==> src/rtl/mem_arbiter.sv <==
// Two-requester memory arbiter: round-robin between a core LSU and a debug/loader
// port, with per-owner bus locking and fixed-latency read-response routing.
module mem_arbiter #(
    parameter int unsigned ADDR_W   = 32,
    parameter int unsigned DATA_W   = 32,
    parameter int unsigned RD_LAT   = 1,
    parameter int unsigned MAX_LOCK = 8
) (
    input  logic              i_clk,
    input  logic              i_reset,

    input  logic              i_m0_req,
    input  logic [ADDR_W-1:0] i_m0_addr,
    input  logic [DATA_W-1:0] i_m0_wdata,
    input  logic [3:0]        i_m0_bmask,
    input  logic              i_m0_wren,
    input  logic              i_m0_lock,
    output logic              o_m0_gnt,
    output logic              o_m0_rvalid,
    output logic [DATA_W-1:0] o_m0_rdata,

    input  logic              i_m1_req,
    input  logic [ADDR_W-1:0] i_m1_addr,
    input  logic [DATA_W-1:0] i_m1_wdata,
    input  logic [3:0]        i_m1_bmask,
    input  logic              i_m1_wren,
    input  logic              i_m1_lock,
    output logic              o_m1_gnt,
    output logic              o_m1_rvalid,
    output logic [DATA_W-1:0] o_m1_rdata,

    output logic              o_mem_en,
    output logic [ADDR_W-1:0] o_mem_addr,
    output logic [DATA_W-1:0] o_mem_wdata,
    output logic [3:0]        o_mem_bmask,
    output logic              o_mem_wren,
    input  logic [DATA_W-1:0] i_mem_rdata,

    output logic              o_busy
);

    localparam int unsigned CNT_W = $clog2(MAX_LOCK + 1);

    localparam logic [1:0] ST_IDLE = 2'd0;
    localparam logic [1:0] ST_OWN0 = 2'd1;
    localparam logic [1:0] ST_OWN1 = 2'd2;

    // Counter value at which the current locked grant is the last one allowed.
    localparam logic [CNT_W-1:0] LOCK_LAST = CNT_W'(MAX_LOCK - 1);

    logic [1:0]        state_q, state_d;
    logic [CNT_W-1:0]  cnt_q, cnt_d;
    logic              rr_q, rr_d;
    logic [RD_LAT-1:0] pv_q, pv_d;
    logic [RD_LAT-1:0] pid_q, pid_d;

    logic gnt0_c;
    logic gnt1_c;
    logic wren_c;
    logic rd_push_c;
    logic rsp_c;
    logic rsp_id_c;

    // Grant selection and ownership tracking; rr_q holds the last winner.
    always_comb begin
        state_d = state_q;
        cnt_d   = cnt_q;
        rr_d    = rr_q;
        gnt0_c  = 1'b0;
        gnt1_c  = 1'b0;

        case (state_q)
            ST_OWN0: begin
                gnt0_c = i_m0_req;
                if (!i_m0_req || !i_m0_lock || (cnt_q >= LOCK_LAST)) begin
                    state_d = ST_IDLE;
                    cnt_d   = '0;
                end else begin
                    cnt_d = cnt_q + CNT_W'(1);
                end
            end
            ST_OWN1: begin
                gnt1_c = i_m1_req;
                if (!i_m1_req || !i_m1_lock || (cnt_q >= LOCK_LAST)) begin
                    state_d = ST_IDLE;
                    cnt_d   = '0;
                end else begin
                    cnt_d = cnt_q + CNT_W'(1);
                end
            end
            default: begin
                gnt0_c = i_m0_req && (!i_m1_req || rr_q);
                gnt1_c = i_m1_req && !gnt0_c;
                // A single permitted locked cycle releases on the spot.
                if ((MAX_LOCK > 1) && ((gnt0_c && i_m0_lock) || (gnt1_c && i_m1_lock))) begin
                    state_d = gnt1_c ? ST_OWN1 : ST_OWN0;
                    cnt_d   = CNT_W'(1);
                end
            end
        endcase

        if (!i_reset) begin
            gnt0_c = 1'b0;
            gnt1_c = 1'b0;
        end

        if (gnt0_c) begin
            rr_d = 1'b0;
        end else if (gnt1_c) begin
            rr_d = 1'b1;
        end
    end

    assign wren_c    = (gnt0_c & i_m0_wren) | (gnt1_c & i_m1_wren);
    assign rd_push_c = (gnt0_c | gnt1_c) & ~wren_c;

    // Read-return pipeline: valid bit and owner id shift one slot per cycle.
    always_comb begin
        pv_d     = pv_q << 1;
        pid_d    = pid_q << 1;
        pv_d[0]  = rd_push_c;
        pid_d[0] = gnt1_c;
    end

    always_ff @(posedge i_clk or negedge i_reset) begin
        if (!i_reset) begin
            state_q <= ST_IDLE;
            cnt_q   <= '0;
            rr_q    <= 1'b1;
            pv_q    <= '0;
            pid_q   <= '0;
        end else begin
            state_q <= state_d;
            cnt_q   <= cnt_d;
            rr_q    <= rr_d;
            pv_q    <= pv_d;
            pid_q   <= pid_d;
        end
    end

    assign rsp_c    = pv_q[RD_LAT-1];
    assign rsp_id_c = pid_q[RD_LAT-1];

    assign o_m0_gnt    = gnt0_c;
    assign o_m1_gnt    = gnt1_c;
    assign o_m0_rvalid = rsp_c & ~rsp_id_c;
    assign o_m1_rvalid = rsp_c & rsp_id_c;
    assign o_m0_rdata  = (rsp_c && !rsp_id_c) ? i_mem_rdata : '0;
    assign o_m1_rdata  = (rsp_c && rsp_id_c) ? i_mem_rdata : '0;

    assign o_mem_en    = gnt0_c | gnt1_c;
    assign o_mem_wren  = wren_c;
    assign o_mem_addr  = gnt1_c ? i_m1_addr  : (gnt0_c ? i_m0_addr  : '0);
    assign o_mem_wdata = gnt1_c ? i_m1_wdata : (gnt0_c ? i_m0_wdata : '0);
    assign o_mem_bmask = gnt1_c ? i_m1_bmask : (gnt0_c ? i_m0_bmask : '0);

    assign o_busy = (|pv_q) | (state_q != ST_IDLE);

endmodule

==> config.mk <==
export PLATFORM = sky130hd
export DESIGN_NAME = mem_arbiter
export DESIGN_NICKNAME = d
export VERILOG_FILES = /design/src/rtl/mem_arbiter.sv
export SDC_FILE = /design/constraint.sdc
export NUM_CORES = 1
export LEC_CHECK = 0
export ABC_AREA = 1
export CAP_MARGIN = 10
export CORE_AREA = 2 2 122 124
export DETAILED_ROUTE_END_ITERATION = 7
export DIE_AREA = 0 0 124 126
export GPL_ROUTABILITY_DRIVEN = 0
export PLACE_DENSITY = 0.58
export SLEW_MARGIN = 20
export SYNTH_ARGS = -nofsm -noshare
export SYNTH_HDL_FRONTEND = slang
export SYNTH_SLANG_ARGS = --single-unit
==> constraint.sdc <==
create_clock -name i_clk -period 1.8 [get_ports i_clk]
set_input_delay 0.27 -clock i_clk [delete_from_list [all_inputs] [get_ports i_clk]]
set_output_delay 0.27 -clock i_clk [all_outputs]
set_load 0.02 [all_outputs]
**Word level (Yosys, flattened, before mapping)**

Cells that the tools add are included.

- Output and inout bits: 139
- Input port bits: 176
- Bits in registers: 9
- Logic and storage cells: 66

- Muxes and demuxes: 23
- Reduce and logical (&&, ||, !) cells: 22
- Eq/ne operators: 4
- Bitwise logic cells: 10
- Add/sub/neg operators: 1
- Magnitude comparators: 1

Operator list:

| operator | count |
|---|---|
| $mux W32 | 6 |
| $mux W4 | 5 |
| $mux W2 | 4 |
| $pmux W4 S2 | 1 |
| $logic_and A1 B1 Y1 | 6 |
| $logic_not A1 Y1 | 6 |
| $logic_or A1 B1 Y1 | 6 |
| $and A1 B1 Y1 | 5 |
| $add A4 B1 Y4 const B | 1 |
| $ge A4 B3 Y1 const B | 1 |
| $mux W1 | 4 |
| $ne A2 B2 Y1 const B | 2 |
| $pmux W1 S2 | 2 |
| $pmux W2 S2 | 1 |
| $reduce_bool A2 Y1 | 2 |
| $or A1 B1 Y1 | 3 |
| $reduce_and A3 Y1 | 1 |
| $reduce_bool A3 Y1 | 1 |
| $eq A2 B1 Y1 const B | 1 |
| $eq A2 B2 Y1 const B | 1 |
| $not A1 Y1 | 2 |

**Longest topological paths before layout**

Gate-level depths: netlist of the first run.

- Depth in word-level cells: 11
- Mapped depth: 10
- Mapped depth without buffers: 10

**Least setup slack after synthesis of the first run**

Ideal clock, no wire load.

- Path kind: register to output
- Start: reg state_q[0]
- End: out o_mem_bmask[0]
- Cell stages (with the launch flop): 9
- Slack: -0.109 ns
- Arrival: 1.639 ns
- Data required time: 1.530 ns
- Path buffers: 1
- Cell sequence: dfrtp_1 > inv_1 > ha_1 > inv_2 > o21bai_2 > nor2_4 > buf_2 > nand3_1 > nand2_1

- Longest elaborated chain between the ends: 5
- Elaborated cells on any way between the ends: 8
- Those cells by class: eq/ne (2); mux (6)

RTL lines:

| item | line | RTL |
|---|---|---|
| start, declared | 51 | `logic [1:0] state_q, state_d;` |
| start signal, assigned | 133 | `state_q <= state_d;` |
| $eq A2 B2 Y1 / $eq A2 B1 Y1 (equally long branches) | 72 | `case (state_q)` |
| $pmux W1 S2 * | 72 |  |
| $mux W1 * | 102 | `if (!i_reset) begin` |
| via o_m0_gnt | 18 | `output logic o_m0_gnt,` |
| $mux W4 * (2 in series) | 155 | `assign o_mem_bmask = gnt1_c ? i_m1_bmask : (gnt0_c ? i_m0_bmask : '0);` |
| end, declared | 35 | `output logic [3:0] o_mem_bmask,` |

The timed path passes the listed nets; every way through them passes the cells marked *.

**Worst setup path after layout of the first run**

- Start: reg state_q[1]
- End: out o_mem_bmask[0]

- Longest elaborated chain between the ends: 5
- Elaborated cells on any way between the ends: 8
- Those cells by class: eq/ne (2); mux (6)

RTL lines:

| item | line |
|---|---|
| $eq A2 B2 Y1 / $eq A2 B1 Y1 (equally long branches) | 72 |
| $pmux W1 S2 | 72 |
| $mux W1 | 102 |
| $mux W4 | 155 |
| $mux W4 * | 155 |

Every way passes the cells marked *; elsewhere a longest branch is shown, timed or not.

==> results of run 1 <==
-- worst max-delay path, cell delays in order, from the launching register on --
cell	delay [ns]
dfrtp_1	0.37
inv_2	0.06
ha_4	0.30
inv_4	0.04
buf_6	0.11
o21bai_4	0.13
nor2_4	0.07
buf_12	0.14
buf_16	0.13
buf_8	0.13
nand3_2	0.07
nand2_2	0.07
buf_12	0.14
-- what timing repair did --
item	in CTS	in global routing
resized for setup	556	89
cloned	11	1
setup buffers	22	3
endpoints found under the setup margin	136	108
pin swaps	23	11
-- layout by cell type (no fill, tap or decap), drive strengths merged, types with 5 or more instances in the layout --
master / n
buf: 134
clkbuf: 37
clkdlybuf4s50: 173
dfrtp: 8
dlygate4sd2: 32
ha: 5
inv: 52
nand2: 169
nand3: 77
nor2: 78
-- final cells by class --
type | instances | area [um2]
sequential | 9 | 226
tap | 184 | 230
fill | 1421 | 7700
inverter | 53 | 214
clock buffer | 4 | 78.8
timing repair buffer | 374 | 3850
multi-input combinational | 340 | 2010
-- flip-flops by register name, indices dropped and copies added, names as in the netlist --
register,count
pv_q,1
state_q,2
rr_q,1
cnt_q,4
pid_q,1
-- kinds of logic (layout without fill, tap and decap cells) --
kind of cell	after synthesis	in the layout	synth area share (%)
AND/OR/NAND/NOR	328	328	65.8
buffers and inverters	80	431	17.5
flip-flops	9	9	11.0
AO/OA/AOI/OAI	7	7	2.62
adder cells (fa/ha/maj)	5	5	3.04
-- synth_stat cells (2+ instances only) --
| cell | instances |
|---|---|
| a21boi_2 | 2 |
| a21oi_1 | 2 |
| buf_2 | 12 |
| buf_4 | 6 |
| buf_6 | 3 |
| clkbuf_1 | 6 |
| dfrtp_1 | 8 |
| ha_1 | 5 |
| inv_1 | 51 |
| inv_2 | 2 |
| nand2_1 | 167 |
| nand2_2 | 2 |
| nand3_1 | 77 |
| nand3b_1 | 2 |
| nand4_1 | 2 |
| nor2_1 | 77 |
| o21ai_0 | 2 |
-- through the flow --
| step | TNS, ns | hold WS (ns) | power, mW | cell area (um2) | instances |
|---|---|---|---|---|---|
| 2_1_floorplan | 0 | -0.0256 | 3.41 | 2260 | 429 |
| 3_3_place_gp | -74.88 | 0.501 | 6.22 | 5710 | 927 |
| 3_5_place_dp | -77.33 | 0.507 | 6.25 | 5710 | 927 |
| 4_1_cts | -29.21 | 0.265 | 8.17 | 6670 | 964 |
| 5_1_grt | -34.41 | 0.282 | 8.64 | 6610 | 964 |
| 6_report | -29.15 | 0.263 | 8.12 | 6610 | 964 |
-- metal layers --
layer	routed length (um)	global-route usage, %	share of wire (%)	vias up
met1	5710	20.2	36	1888
met2	8360	37.5	52	224
met3	1300	3.08	8.2	25
li1	-	-	-	2012
met4	579	5.55	3.6	0
met5	0	0	0	-
-- power groups by stage --
stage / clock (mW) / combinational, mW / sequential (mW)
after floorplan: 0 / 3.09 / 0.322
after global placement: 0 / 5.89 / 0.331
after detailed placement: 0 / 5.92 / 0.332
after CTS: 0.397 / 7.44 / 0.334
after global routing: 0.411 / 7.88 / 0.345
final: 0.392 / 7.39 / 0.336
-- path summary, 6_finish.rpt --
check                            from             end  slack [ns]  depth (start not counted)
setup / recovery           state_q[1]  o_mem_bmask[0]       -0.47                         12
hold / removal                i_reset      state_q[1]        0.26                          3
setup reg to reg           state_q[1]            pv_q       -0.04                         12
hold reg to reg              cnt_q[1]        cnt_q[1]        0.57                          2
max in group asynchronous     i_reset            rr_q        1.33                          3
min in group i_clk           cnt_q[1]        cnt_q[1]        0.57                          2
==> metrics.yaml, run 1 <==
die:
  die_y_um: 126
  dieWidth_um: 124
  dieArea_um2: 15600
  coreArea_um2: 14300
  start_util_pct: 14.4
  io-pin-count: 315
  rows: 44
sta:
  fin_skew_ns: 0.000793
  grt_setup_unrepaired: "true"
  worst_slack_ns: -0.468
  hold_viol_final: 0
  setup_viol: 73
  maxSlewHeadroom_pct: 77.7
  fmax_mhz: 441
  finalMaxSlewViolations: 0
  finalCritPeriodShare_pct: 126
  fin_crit_ns: 2.27
  worst_slew_pin_slew_ns: 0.333
critical_path:
  startpoint_type: "register"
  crit_fanout: 6
  crit_type: "reg2out"
  cp.arrival_ns: 2.00
  endpoint_kind: "output port"
  required_ns: 1.53
clock_tree:
  clkLatencyLatePin_ns: 0.23
  cts_max_level: 1
  clockBufferDepth: 2
  clock-root-buffer: "clkbuf_16"
  path_clk_slew_ns: 0.04
  cts_sinks: 9
  cts_inserted_buffers: 3
  cts_tree: "done"
  holdBufCountCts: 0
power_and_ir_drop:
  ir_worst_vdd_mv: 0.465
  p_sw_share_pct: 49.8
  switchingPower_mw: 4.05
  clockPowerShare_pct: 4.8
  pwr-share-comb_pct: 91.0
  p_int_mw: 4.07
  pwr-share-seq_pct: 4.1
  power.density_nw_per_um2: 1230
  power.leakage_nw: 3.36
placement:
  numPortBuffers: 314
  hpwl_um: 11600
  pre_cts_ws_ns: -1.16
yosys:
  synth_top_flop_cell: "dfrtp_1"
  syn_inst: 429
  synth_warnings: 0
  syn-num-nets: 610
  synth_edf_count: 0
  ys_seq_elements: 9
  synth_top_cell_by_area: "nand2_1"
  synth_top_cell_area_share_pct: 30.5
  async_flop_share_pct: 100
  syn-cell-area_um2: 2060
  seq_area_frac_synth_pct: 11.0
  ys_types: 20
  synth_top_cells_by_area: "nand2_1 (30%), nand3_1 (19%), nor2_1 (14%), dfrtp_1 (9.7%), inv_1 (9.3%)"
  postSynthAreaPerCell_um2: 4.79
drt:
  ant_nets: 0
  post_drt_via_cell_ratio: 4.30
  drc_errors: 0
  dr_total_vias: 4149
  totalWireLength_um: 15900
  drtIter0Drc: 109
  first_pass_iters: 4
  detail_route.wl_per_cell_um: 16.5
final_layout:
  utilization_pct: 46.2
  final_nets: 962
  num_antenna_cells: 0
  area_growth_pct: 222
  drive_gt1_share_pct: 39.0
global_routing:
  grt_max_degree: 36
  grt_pass1_vias: 4291
  antenna_found_initial: 0
  overflow: 0
  grt_pass1_wl_um: 22900
  grt.total_usage_pct: 19.0
status:
  outcome: "complete, but fails checks"
  violations: "setup timing"
hold_path:
  hold_class: "in2async"
flow_run:
  drv_cap: 0
Note: power is estimated with default switching activity, not from simulation.
==> run 2: changes to the inputs <==
--- a/config.mk
+++ b/config.mk
@@ -12,7 +12,6 @@
 export DIE_AREA = 0 0 124 126
 export GPL_ROUTABILITY_DRIVEN = 0
 export PLACE_DENSITY = 0.58
-export SLEW_MARGIN = 20
 export SYNTH_ARGS = -nofsm -noshare
 export SYNTH_HDL_FRONTEND = slang
 export SYNTH_SLANG_ARGS = --single-unit
==> results of run 2 <==
The final DEF is identical to that of run 1; final timing and power are the same.
